$ cat src/rtl/rgb_cmp_selftest.sv
// rgb_cmp_selftest: on-chip sweep of every operand pair through a 2-input
// magnitude comparator with one-hot red(>)/green(==)/blue(<) outputs.
// Ports: clk, rst_n (async, active low), start (level),
//   a_out/b_out (operands to comparator), red_in/green_in/blue_in
//   (comparator response), busy, done, pass, err_count,
//   first_fail_valid, first_fail_idx ({a,b} of first mismatch).
// Optional: define RGB_SELFTEST_STOP_ON_FAIL_EN to end the sweep at the
//   first mismatch, leaving the failing vector on a_out/b_out.
module rgb_cmp_selftest #(
   parameter int WIDTH         = 2,
   parameter int SETTLE_CYCLES = 2
) (
   input  logic                 clk,
   input  logic                 rst_n,
   input  logic                 start,
   output logic [WIDTH-1:0]     a_out,
   output logic [WIDTH-1:0]     b_out,
   input  logic                 red_in,
   input  logic                 green_in,
   input  logic                 blue_in,
   output logic                 busy,
   output logic                 done,
   output logic                 pass,
   output logic [2*WIDTH:0]     err_count,
   output logic                 first_fail_valid,
   output logic [2*WIDTH-1:0]   first_fail_idx
);

   localparam int IW = 2 * WIDTH;

   // Last settle count; unused when SETTLE_CYCLES is 0.
   localparam logic [3:0] SC_LAST =
      4'((SETTLE_CYCLES == 0) ? 0 : SETTLE_CYCLES - 1);
   localparam logic [IW-1:0] IDX_ONE = IW'(1);
   localparam logic [IW:0]   ERR_ONE = (IW+1)'(1);

   typedef enum logic [2:0] {
      S_IDLE,
      S_DRIVE,
      S_SETTLE,
      S_SAMPLE,
      S_DONE
   } state_t;

   state_t            r_state;
   state_t            w_next;
   logic [IW-1:0]     r_idx;
   logic [WIDTH-1:0]  r_a;
   logic [WIDTH-1:0]  r_b;
   logic [3:0]        r_cnt;
   logic [IW:0]       r_err;
   logic              r_ffv;
   logic [IW-1:0]     r_ffi;

   logic [2:0]        w_exp;
   logic              w_mismatch;
   logic              w_last;
   logic              w_launch;
   logic              w_advance;

   // Expected response follows the operands actually presented, so any
   // response that is not exactly this one-hot code is a mismatch.
   assign w_exp      = {r_a > r_b, r_a == r_b, r_a < r_b};
   assign w_mismatch = ({red_in, green_in, blue_in} != w_exp);
   assign w_last     = &r_idx;
   assign w_launch   = start &&
                       (r_state == S_IDLE || r_state == S_DONE);
   assign w_advance  = (r_state == S_SAMPLE) && (w_next == S_DRIVE);

   always_ff @(posedge clk or negedge rst_n) begin
      if (!rst_n) begin
         r_state <= S_IDLE;
      end else begin
         r_state <= w_next;
      end
   end

   always_comb begin
      w_next = r_state;
      unique case (r_state)
         S_IDLE: begin
            if (start) w_next = S_DRIVE;
         end
         S_DRIVE: begin
            w_next = (SETTLE_CYCLES == 0) ? S_SAMPLE : S_SETTLE;
         end
         S_SETTLE: begin
            if (r_cnt == SC_LAST) w_next = S_SAMPLE;
         end
         S_SAMPLE: begin
`ifdef RGB_SELFTEST_STOP_ON_FAIL_EN
            if (w_mismatch || w_last) w_next = S_DONE;
            else                      w_next = S_DRIVE;
`else
            if (w_last) w_next = S_DONE;
            else        w_next = S_DRIVE;
`endif
         end
         S_DONE: begin
            if (start) w_next = S_DRIVE;
         end
         default: w_next = S_IDLE;
      endcase
   end

   always_ff @(posedge clk or negedge rst_n) begin
      if (!rst_n) begin
         r_idx <= '0;
         r_a   <= '0;
         r_b   <= '0;
         r_cnt <= '0;
         r_err <= '0;
         r_ffv <= 1'b0;
         r_ffi <= '0;
      end else begin
         if (w_launch) begin
            r_idx <= '0;
            r_err <= '0;
            r_ffv <= 1'b0;
            r_ffi <= '0;
         end
         if (r_state == S_DRIVE) begin
            r_a   <= r_idx[IW-1:WIDTH];
            r_b   <= r_idx[WIDTH-1:0];
            r_cnt <= '0;
         end
         if (r_state == S_SETTLE) begin
            r_cnt <= r_cnt + 4'd1;
         end
         if (r_state == S_SAMPLE && w_mismatch) begin
            r_err <= r_err + ERR_ONE;
            if (!r_ffv) begin
               r_ffv <= 1'b1;
               r_ffi <= r_idx;
            end
         end
         if (w_advance) begin
            r_idx <= r_idx + IDX_ONE;
         end
      end
   end

   always_comb begin
      busy = 1'b0;
      done = 1'b0;
      pass = 1'b0;
      unique case (r_state)
         S_DRIVE, S_SETTLE, S_SAMPLE: begin
            busy = 1'b1;
         end
         S_DONE: begin
            done = 1'b1;
            pass = (r_err == '0);
         end
         default: begin
            busy = 1'b0;
         end
      endcase
   end

   assign a_out            = r_a;
   assign b_out            = r_b;
   assign err_count        = r_err;
   assign first_fail_valid = r_ffv;
   assign first_fail_idx   = r_ffi;

endmodule

$ cat config.mk
export PLATFORM = sky130hd
export DESIGN_NAME = rgb_cmp_selftest
export DESIGN_NICKNAME = d
export VERILOG_FILES = /design/src/rtl/rgb_cmp_selftest.sv
export SDC_FILE = /design/constraint.sdc
export NUM_CORES = 1
export LEC_CHECK = 0
export BUFFER_PORTS_ARGS = -buffer_cell sky130_fd_sc_hd__buf_2
export CORE_MARGIN = 3
export CORE_UTILIZATION = 50
export CTS_CLUSTER_SIZE = 12
export DETAILED_ROUTE_END_ITERATION = 10
export GPL_ROUTABILITY_DRIVEN = 1
export PLACE_DENSITY = 0.7
export SLEW_MARGIN = 20
export SYNTH_ARGS = -nofsm -noshare
export SYNTH_HDL_FRONTEND = slang
export SYNTH_SLANG_ARGS = --single-unit
$ cat constraint.sdc
create_clock -name clk -period 2.3 [get_ports clk]
set_input_delay 0.345 -clock clk [delete_from_list [all_inputs] [get_ports clk]]
set_output_delay 0.345 -clock clk [all_outputs]
set_load 0.02 [all_outputs]
## Yosys cells after proc, flatten, opt, wreduce, memory -nomap -nowiden

Cells that the tools add are included.

- Bits in registers: 25
- Input port bits: 6
- Logic and storage cells: 52

- $add $sub $neg: 3
- Order comparisons: 2
- Equality and inequality tests: 8
- Mux-type cells: 19
- Reductions and logical operators: 12

Operator list:

| kind | number |
|---|---|
| $mux W4 | 7 |
| $pmux W3 S4 | 1 |
| $mux W5 | 2 |
| $mux W3 | 3 |
| $add A4 B1 Y4 const B | 2 |
| $eq A3 B1 Y1 const B | 2 |
| $eq A3 B2 Y1 const B | 2 |
| $mux W1 | 6 |
| $reduce_bool A2 Y1 | 3 |
| $add A5 B1 Y5 const B | 1 |
| $logic_not A5 Y1 | 1 |
| $eq A4 B1 Y1 const B | 1 |
| $reduce_and A4 Y1 | 1 |
| $eq A3 B3 Y1 const B | 1 |
| $logic_and A1 B1 Y1 | 3 |
| $logic_not A3 Y1 | 1 |
| $ne A3 B3 Y1 | 1 |
| $reduce_or A3 Y1 | 1 |
| $eq A2 B2 Y1 | 1 |
| $gt A2 B2 Y1 | 1 |
| $lt A2 B2 Y1 | 1 |
| $reduce_or A2 Y1 | 1 |
| $logic_or A1 B1 Y1 | 1 |

## Longest topological paths before layout

- Word-level depth: 6
- Depth in mapped cells: 7
- Gate-level depth less buffers: 7

## Worst setup path after synthesis

OpenSTA, ideal clock, no wires.

- Path type: reg2reg
- From: reg r_a[0] (netlist: a_out[0])
- To: reg r_err[1] (netlist: err_count[1])
- Data arrival time: 1.965 ns
- Path slack: 0.207 ns
- Stages on the path, launching flop included: 8
- Cell sequence: dfrtp_1 inv_1 ha_1 inv_1 a221o_1 a211o_1 o21ai_2 mux2_1

- Longest elaborated chain between the ends: 4

Ends and longest elaborated chain:

| what | line | RTL |
|---|---|---|
| start: declaration | 48 | `logic [WIDTH-1:0] r_a;` |
| start signal: assignment | 123 | `r_a <= r_idx[IW-1:WIDTH];` |
| $lt A2 B2 Y1, or another cell as far along | 63 | `assign w_exp = {r_a > r_b, r_a == r_b, r_a < r_b};` |
| $ne A3 B3 Y1 * | 64 | `assign w_mismatch = ({red_in, green_in, blue_in} != w_exp);` |
| $logic_and A1 B1 Y1 * | 130 | `if (r_state == S_SAMPLE && w_mismatch) begin` |
| $mux W5 / $reduce_bool A2 Y1 (equally long branches) | n/a |  |
| end signal: assignment | 131 | `r_err <= r_err + ERR_ONE;` |
| end: declaration | 51 | `logic [IW:0] r_err;` |

Mark *: on every way between the ends. The rest lies on a longest branch, timed or not.
A chain may end at the register's enable or synchronous reset.

## Worst setup path in the final report

- From: reg r_b[0] (netlist: b_out[0])
- To: reg r_err[1] (netlist: err_count[1])

- Longest elaborated chain between the ends: 4

Ends and longest elaborated chain:

| what | line | RTL |
|---|---|---|
| start: declaration | 49 | `logic [WIDTH-1:0] r_b;` |
| start signal: assignment | 124 | `r_b <= r_idx[WIDTH-1:0];` |
| $lt A2 B2 Y1, or another cell as far along | 63 |  |
| $ne A3 B3 Y1 * | 64 |  |
| $logic_and A1 B1 Y1 * | 130 |  |
| $mux W5 / $reduce_bool A2 Y1 (equally long branches) | n/a |  |

Marked as above.

==> results by group <==
Status
  – Outcome: complete, but fails checks
  – Violations in the final reports: hold timing

Drt
  – Routed wire length: 2590 um
  – Drt via density: 5.29
  – Routed wirelength normalized by instance count: 13.4 um
  – Number of search-and-repair iterations in the first detailed-routing pass: 4
  – Initial DRC count: 31
  – DRC: 0
  – Via count of the routed design: 1021
  – Detail Route Antenna Nets: 0

Clock tree
  – Hold bufs inserted after CTS: 0
  – Buffer cell driving the clock tree root: clkbuf_4
  – Setup Buffers After CTS: 0
  – Maximum level of the CTS H-tree: 1
  – Insertion delay of the later-clocked pin in the worst-skew pair: 320 ps
  – Clock Sink Count: 25
  – Cts repair resizes: 0
  – TritonCTS clock tree: built
  – Number of buffers added by the clock tree synthesis step: 3
  – Buffer depth of the longest clock path: 2
  – Clock-pin slew on the worst setup and hold paths: 140 ps

STA
  – Max transition margin: 63.6%
  – Max Fclk: 470 MHz
  – Share of the cycle needed by the critical path after routing: 92.5%
  – Worst slew pin tran: 545 ps
  – Total setup violations reported at the end of the flow: 0
  – Final number of hold-violating endpoints: 14
  – Final min period: 2130 ps
  – Clock Skews: 8.48 ps
  – Tightest hold margin: -14.1 ps
  – Smallest setup slack after layout: 172 ps
  – Setup Total Neg Slack: 0 ps
  – Final Max Slew Viols: 0
  – Unrepaired setup endpoints after global routing: false

Global routing
  – Wire length of the first global-routing pass: 4650 um
  – Antenna violations before repair: 0
  – All-layer global routing usage: 17.6%
  – Number of global-route vias before repair: 988
  – Pin count of the biggest net entering global routing: 26
  – Sum of overflow across all layers after global routing: 0

Floorplan
  – Die span in x: 57.7 um
  – CORE AREA: 2500 sq um
  – Die Footprint: 3330 sq um
  – Number of rows created at floorplan: 18
  – Initial Util: 53.5%
  – # IOs: 23
  – Y dimension of the die: 57.7 um

Logic synthesis
  – Library cell occupying the most area in the post-synthesis netlist: dfrtp_1
  – Flip-flop and latch count after synthesis: 25
  – Synth warnings: 0
  – Part of the Yosys area used for sequential elements: 46.8%
  – Synth async-reset ratio: 100%
  – Dominant cells by area after synthesis: dfrtp_1 47%, ha_1 6.5%, inv_1 4.8%
  – Number of distinct library cell variants in the gate-level netlist after synthesis: 36
  – Share of the synthesized area in the top cell type: 46.8%
  – Post-Synthesis Net Count: 151
  – Predominant post-synthesis flop cell: dfrtp_1
  – Number of standard cells after synthesis: 138
  – Count of flip-flops with a built-in enable after synthesis: 0
  – Mean area per synthesized cell: 9.69 sq um
  – Area of the mapped netlist: 1340 sq um

Worst hold path
  – Class of the tightest hold or removal check: in2async

Power and ir drop
  – Leak Pwr: 0.750 nW
  – Clk pwr share: 10.9%
  – Part of the total power dissipated in sequential elements: 40.5%
  – Combinational cell fraction of total power: 48.6%
  – VDD IR-drop max: 0.699 mV
  – Switching power share of the total: 45.0%
  – Reported net switching power: 0.000799 W
  – Power Dens Cells: 1180 nW/um^2
  – Internal power summed over all cells: 0.000977 W

Final layout
  – P&R area growth vs syn: 12.8%
  – Fill cell count: 236
  – Most common cell after layout, fill and taps aside: dfrtp_1
  – Fraction of layout cells with a size suffix above 1: 20.2%
  – Net count, final: 177
  – N_diodes: 0
  – Most frequent cells in the layout: 25 x dfrtp_1, 22 x buf_2, 17 x inv_1

Setup path
  – Arrival time worst endpoint: 2330 ps
  – Type of the worst setup path: reg2reg
  – CP Capture Type: register
  – Critical-path maximum fanout: 5
  – Worst setup SP type: register
  – WP data required: 2510 ps

Place
  – Half-perimeter wire length after detailed placement: 2030 um
  – Worst slack at placement: 176 ps
  – Count of input and output buffers: 22
  – GP Congestion: 0.748

Flow run
  – Maxcap violations: 0
## layout make-up
| cell class | count | area [sq um] | area share [%] |
|---|---|---|---|
| clock buffers | 3 | 22.5 | 1.49 |
| well taps | 30 | 37.5 | 2.49 |
| inverters | 17 | 63.8 | 4.23 |
| multi-input cells | 95 | 644 | 42.7 |
| flip-flops and latches | 25 | 626 | 41.5 |
| repair buffers | 22 | 110 | 7.30 |
| clock inverters | 1 | 5.00 | 0.332 |
## power by group through the flow
stage	Clock [W]	Combinational [W]	Sequential, W
floorplan	0	0.000586	0.000771
global placement	0	0.000841	0.000722
detailed placement	0	0.000872	0.000729
CTS	0.000201	0.000876	0.000721
global route	0.000217	0.000984	0.000748
finish	0.000194	0.000863	0.000719
## synth_stat cells, types with 4 or more instances
cell and number:
o21ai_0 8, xnor2_1 4, nand2_1 16, dfrtp_1 25
nor2_1 12, o22ai_1 5, mux2i_1 5, nand3_1 7
ha_1 7, inv_1 17
## cells by family after synthesis
group | Yosys count | synth area share [%]
muxes | 8 | 6.27
buffers and inverters | 18 | 5.05
and+or+nand+nor | 47 | 17.3
DFF | 25 | 46.8
adders and majority gates | 7 | 6.55
xor gates and xnor gates | 6 | 3.93
AOI/OAI and AO/OA | 27 | 14.1
## registers in the layout, summed over array words and instances, names as in the netlist
| signal | cells |
|---|---|
| first_fail_idx | 4 |
| err_count | 5 |
| r_idx | 4 |
| b_out | 2 |
| r_cnt | 4 |
| a_out | 2 |
| r_state | 3 |
| first_fail_valid | 1 |
## worst max-delay path, stage by stage, from the launching register on
cell and delay [ps]:
dfrtp_1 430, ha_1 300, inv_1 60, a221o_1 360, a211o_1 260, o21ai_2 250, mux2_1 350
## worst paths after layout
kind,start,endpoint,slack (ps),cells past startpoint
setup / recovery,b_out[0],err_count[1],170,6
hold / removal,rst_n,r_cnt[3],-10,1
setup reg to reg,b_out[0],err_count[1],170,6
hold reg to reg,r_cnt[3],r_cnt[3],520,1
max in group asynchronous,rst_n,first_fail_idx[0],1950,1
min in group clk,start,r_state[2],240,2
## metrics by stage
stage                     cell area [sq um]  cells  utilization [%]  power (W)
after detailed placement               1480    189             59.3    0.00160
after floorplan                        1340    138                -    0.00136
final                                  1510    193             60.4    0.00178
after CTS                              1510    193             60.4    0.00180
after global placement                 1480    189             59.3    0.00156
after global routing                   1510    193             60.4    0.00195
## per-layer routing
| layer | wire [um] | up-vias | part of all wire (%) | GRT usage [%] |
|---|---|---|---|---|
| li1 | - | 523 | - | - |
| met2 | 1140 | 28 | 44 | 27.4 |
| met5 | 0 | - | 0 | 0 |
| met1 | 1300 | 466 | 50 | 26.0 |
| met3 | 118 | 4 | 4.6 | 2.00 |
| met4 | 27 | 0 | 1.0 | 4.97 |
Note: power is estimated with default switching activity, not from simulation.
